==> src/rtl/pf_issue_queue.sv <==
// Prefetch issue queue: drops redundant candidates, buffers survivors in order,
// issues them over valid/ready and cancels entries already demanded by the core.
module pf_issue_queue #(
    parameter int DEPTH  = 4,
    parameter int RECENT = 4
) (
    input  logic        clk,
    input  logic        rst_n,
    input  logic        pf_v,
    input  logic [15:0] pf_addr,
    input  logic        dem_v,
    input  logic [15:0] dem_addr,
    output logic        mem_req_v,
    output logic [15:0] mem_req_addr,
    input  logic        mem_req_rdy,
    output logic [15:0] n_issued,
    output logic [15:0] n_filtered,
    output logic [15:0] n_full,
    output logic [15:0] n_cancel
);

    localparam int PW = $clog2(DEPTH);
    localparam int CW = $clog2(DEPTH + 1);
    localparam int RW = (RECENT > 1) ? $clog2(RECENT) : 1;
    localparam logic [CW-1:0] FULL_CNT = CW'(DEPTH);
    localparam logic [RW-1:0] REC_LAST = RW'(RECENT - 1);

    logic [15:0]       q_addr [DEPTH];
    logic [DEPTH-1:0]  q_live;
    logic [PW-1:0]     head;
    logic [PW-1:0]     tail;
    logic [CW-1:0]     count;

    logic [15:0]       rec_addr [RECENT];
    logic [RECENT-1:0] rec_v;
    logic [RW-1:0]     rec_ptr;

    logic              handshake;
    logic              pop;
    logic              dup;
    logic              filtered;
    logic              drop_full;
    logic              push;
    logic [DEPTH-1:0]  cancel_mask;
    logic [DEPTH-1:0]  live_nxt;

    function automatic logic [15:0] sat_inc(input logic [15:0] v);
        return (v == 16'hFFFF) ? v : v + 16'd1;
    endfunction

    // Outputs come straight from registered state; the address is gated so it
    // reads zero whenever nothing is presented.
    assign mem_req_v    = q_live[head];
    assign mem_req_addr = mem_req_v ? q_addr[head] : 16'h0000;
    assign handshake    = mem_req_v & mem_req_rdy;
    assign pop          = handshake | (~mem_req_v & (count != '0));

    always_comb begin
        // NOTE: every signal written here gets a default first, so no path leaves it unassigned and no latch is inferred.
        dup         = 1'b0;
        cancel_mask = '0;
        for (int i = 0; i < DEPTH; i++) begin
            if (q_live[i] && q_addr[i] == pf_addr)
                dup = 1'b1;
            // The presented head stays put until handshake, even if demanded.
            if (dem_v && q_live[i] && q_addr[i] == dem_addr &&
                !(mem_req_v && PW'(i) == head))
                cancel_mask[i] = 1'b1;
        end
        for (int j = 0; j < RECENT; j++) begin
            if (rec_v[j] && rec_addr[j] == pf_addr)
                dup = 1'b1;
        end
        if (dem_v && dem_addr == pf_addr)
            dup = 1'b1;
    end

    assign filtered  = pf_v & dup;
    assign drop_full = pf_v & ~dup & (count == FULL_CNT) & ~pop;
    assign push      = pf_v & ~dup & ~drop_full;

    always_comb begin
        live_nxt = q_live & ~cancel_mask;
        if (pop)
            live_nxt[head] = 1'b0;
        if (push)
            live_nxt[tail] = 1'b1;
    end

    // NOTE: address payloads are not reset; the live/valid bits alone decide whether a slot means anything.
    always_ff @(posedge clk) begin
        if (push)
            q_addr[tail] <= pf_addr;
        if (handshake)
            rec_addr[rec_ptr] <= q_addr[head];
    end

    // NOTE: all state here uses non-blocking assignment so every register samples the same pre-edge values.
    always_ff @(posedge clk or negedge rst_n) begin
        if (!rst_n) begin
            q_live     <= '0;
            head       <= '0;
            tail       <= '0;
            count      <= '0;
            rec_v      <= '0;
            rec_ptr    <= '0;
            n_issued   <= '0;
            n_filtered <= '0;
            n_full     <= '0;
            n_cancel   <= '0;
        end else begin
            q_live <= live_nxt;
            if (pop)
                head <= head + PW'(1);
            if (push)
                tail <= tail + PW'(1);
            if (push && !pop)
                count <= count + CW'(1);
            else if (pop && !push)
                count <= count - CW'(1);

            if (handshake) begin
                rec_v[rec_ptr] <= 1'b1;
                rec_ptr        <= (rec_ptr == REC_LAST) ? '0 : rec_ptr + RW'(1);
                n_issued       <= sat_inc(n_issued);
            end
            if (filtered)
                n_filtered <= sat_inc(n_filtered);
            if (drop_full)
                n_full <= sat_inc(n_full);
            if (|cancel_mask)
                n_cancel <= sat_inc(n_cancel);
        end
    end

endmodule

==> config.mk <==
export PLATFORM = sky130hd
export DESIGN_NAME = pf_issue_queue
export DESIGN_NICKNAME = d
export VERILOG_FILES = /design/src/rtl/pf_issue_queue.sv
export SDC_FILE = /design/constraint.sdc
export NUM_CORES = 1
export LEC_CHECK = 0
export BUFFER_PORTS_ARGS = -buffer_cell sky130_fd_sc_hd__buf_4
export CORE_UTILIZATION = 64
export CTS_CLUSTER_SIZE = 25
export DETAILED_ROUTE_END_ITERATION = 8
export GPL_ROUTABILITY_DRIVEN = 0
export MAX_ROUTING_LAYER = met4
export PLACE_DENSITY = 0.82
export SETUP_SLACK_MARGIN = 0.3
export SKIP_CTS_REPAIR_TIMING = 1
export SYNTH_ARGS = -nofsm -noshare
export SYNTH_HDL_FRONTEND = slang
export SYNTH_SLANG_ARGS = --single-unit
==> constraint.sdc <==
create_clock -name clk -period 4.5 [get_ports clk]
set_input_delay 0.9 -clock clk [delete_from_list [all_inputs] [get_ports clk]]
set_output_delay 0.9 -clock clk [all_outputs]
set_load 0.05 [all_outputs]
==> key figures <==
Setup path
  • Arrival @ worst endpoint: 3.66 ns
  • WS Path Type: in -> reg
  • Worst path required time: 4.63 ns
  • Critical-path maximum fanout: 16
  • Critical path capture point type: register
  • CP startpoint kind: primary input

Final layout
  • Share of layout cells above drive strength 1: 0.214
  • Antenna Cells: 0
  • Synth-to-Final Area Change: 14.4%
  • Nets: 998

Yosys
  • Yosys warnings: 0
  • Flops & latches, synth: 209
  • Sequential area share after synthesis: 0.537
  • Synth area leaders: edfxtp_1 35%, dfrtp_1 19%, xor2_1 11%
  • Yosys top cell by area: edfxtp_1
  • Syn_area_per_cell: between 10 and 15 sq um
  • Cell Area, Synth: between 10000 and 15000 sq um
  • Syn_nets: ~900
  • Post-synth EDFFs: 128
  • Area fraction of the dominant cell type after synthesis: 0.351
  • Async SR Flop Fraction: 0.388
  • Distinct cells, synth: 52
  • Ys flop type: edfxtp_1
  • Mapped Cells: 842

Timing
  • WHS: 0.476 ns
  • Fin crit period: 3.54 ns
  • Final hold vios: 0
  • FMAX: ~0.28 GHz
  • Setup TNS: 0 ns
  • Fin crit share: 0.786
  • Final max-slew violation count: 0
  • RSZ-0062 raised after global routing: false
  • Final Setup Violations: 0
  • Skew final: 0.00949 ns
  • Worst slew pin tran: 1.21 ns
  • Slew HR: 0.193

Routing
  • Initial DRC Count: 937
  • Routed vias/inst: 6.41
  • Final wirelength: ~29000 microns
  • DR pass1 iterations: 6
  • Post-route DRC violation count: 0
  • Post-route ant nets: 0
  • Wire per inst: 24.4 microns
  • Via count: 7549

Power
  • Pleak: 0.00496 uW
  • Gate power share: 0.357
  • Switch share: 0.380
  • Pwr per Cell Area: between 500 and 600 nW/um^2
  • Clock power frac: 0.244
  • Internal Power: 4380 uW
  • Max VDD drop: 0.466 mV
  • Pwr Total: 7060 uW
  • Part of the power in registers: 0.399
  • Switch Pwr: 2680 uW

Floorplan
  • Num ports: 118
  • Die W: 133 microns
  • Die Area: 17600 sq um
  • Core footprint: around 17000 sq um
  • Rows: 47
  • Starting Density: 0.657
  • Die H: 133 microns

Placement
  • Post-DP HPWL: between 20000 and 25000 microns
  • # port buffers: approximately 120

Clock tree
  • CTS HTree Levels: 1
  • Worst-Skew Late Latency: 0.51 ns
  • CTS root buffer: clkbuf_16
  • Sink Count: ~210
  • TritonCTS clock tree: done
  • CTS buffer count: 21
  • CTS clk-pin slew, worst paths: 0.06 ns
  • Clock Path Buffers: 3

Outcome
  • Outcome: complete, no violations

GRT
  • Tot GR Track Use: 0.346
  • Vias in the first global route: 7543
  • Antenna violations before repair: 0
  • Largest net degree at the start of global routing: 82
  • First-pass GRT wire length: 44100 microns
  • GRT overflow: 0

Worst hold path
  • Worst Hold Class: reg -> reg

Run
  • Max-cap violations: 0
==> flip-flops by register name (all words and copies together) (netlist names) <==
register	count
q_addr	64
rec_addr	64
n_cancel	16
n_filtered	16
n_full	16
n_issued	16
q_live	4
rec_v	4
count	3
head	2
rec_ptr	2
tail	2
==> worst max-delay path: stages <==
cell and delay, ns:
buf_4 0.20, xor2_1 0.26, nor4_1 0.17, nand4_1 0.14
o22ai_1 0.10, a311oi_2 0.38, nand2_2 0.12, nor2_1 0.39
buf_4 0.22, and2_1 0.77
==> worst paths after layout <==
kind	cells past startpoint	end	start	slack, ns
worst min register to register	1	rec_v[2]	rec_v[2]	0.48
worst max-delay path	10	q_addr[3][15]	pf_addr[10]	0.96
max in group asynchronous	1	n_issued[11]	rst_n	3.25
worst min-delay path	1	rec_v[2]	rec_v[2]	0.48
worst max register to register	7	q_addr[3][15]	head[1]	1.13
min in group asynchronous	1	n_filtered[2]	rst_n	0.56
==> synth_stat cells (all sizes together), types with 2 or more instances <==
library cell	number
xor2	140
mux2	7
or2	4
ha	17
nor3	14
or3	2
mux4	17
a21oi	2
nand3	29
xnor2	130
o21ai	3
and3	18
nor2b	2
a32o	4
edfxtp	128
nor2	13
buf	41
and2	24
nand2	45
o22ai	2
inv	15
nor4	38
clkbuf	4
and4	6
dfrtp	81
nand4	40
a211o	3
==> routing by layer <==
layer,vias to the layer above,share of wire,global-route usage
li1,3181,-,-
met1,3757,0.39,0.469
met2,512,0.46,0.507
met3,99,0.12,0.0770
met4,0,0.042,0.147
met5,-,0,-
==> power groups by stage <==
| stage | Sequential, uW | Combinational, uW | Clock, uW |
|---|---|---|---|
| 2_1_floorplan | 2860 | 1630 | 0 |
| 3_3_place_gp | 2820 | 2420 | 0 |
| 3_5_place_dp | 2830 | 2490 | 0 |
| 4_1_cts | 2800 | 2490 | 1740 |
| 5_1_grt | 2840 | 2640 | 1810 |
| 6_report | 2820 | 2520 | 1720 |
==> cells by family (layout without fill, tap and decap cells) <==
family	Yosys count	count (layout)	synth area share
mux	25	25	0.0431
flops	209	209	0.537
compound gates	21	21	0.0172
fa+ha+maj	18	18	0.0213
buf+inv	60	176	0.0316
simple gates	239	239	0.133
xor+xnor	270	270	0.217
==> placed cells by master (no fill, tap or decap), types with 18 or more instances in the layout <==
master and count:
and3_1 18, edfxtp_1 128, and2_1 24, clkbuf_16 22, nand4_1 39, xor2_1 140, nand3_1 29, buf_4 123
nand2_1 44, dfrtp_1 81, nor4_1 29, xnor2_1 129
==> layout make-up <==
cell class	instances	area, sq um
Clock inverter	8	66.3
Multi-Input combinational cell	573	4720
Fill cell	1044	4120
Clock buffer	30	604
Tap cell	220	275
Inverter	15	56.3
Sequential cell	209	5870
Timing Repair Buffer	123	923
==> stage by stage <==
step | setup slack [ns] | cell area [sq um] | std cells | util
6_report | 0.962 | 12500 | 1178 | 0.752
5_1_grt | 0.774 | 12500 | 1178 | 0.752
2_1_floorplan | 1.16 | 10900 | 842 | -
3_3_place_gp | 0.624 | 11800 | 1140 | 0.712
3_5_place_dp | 0.559 | 11800 | 1140 | 0.712
4_1_cts | 1.07 | 12500 | 1178 | 0.752
No activity file was read; power rests on OpenSTA's default activity.
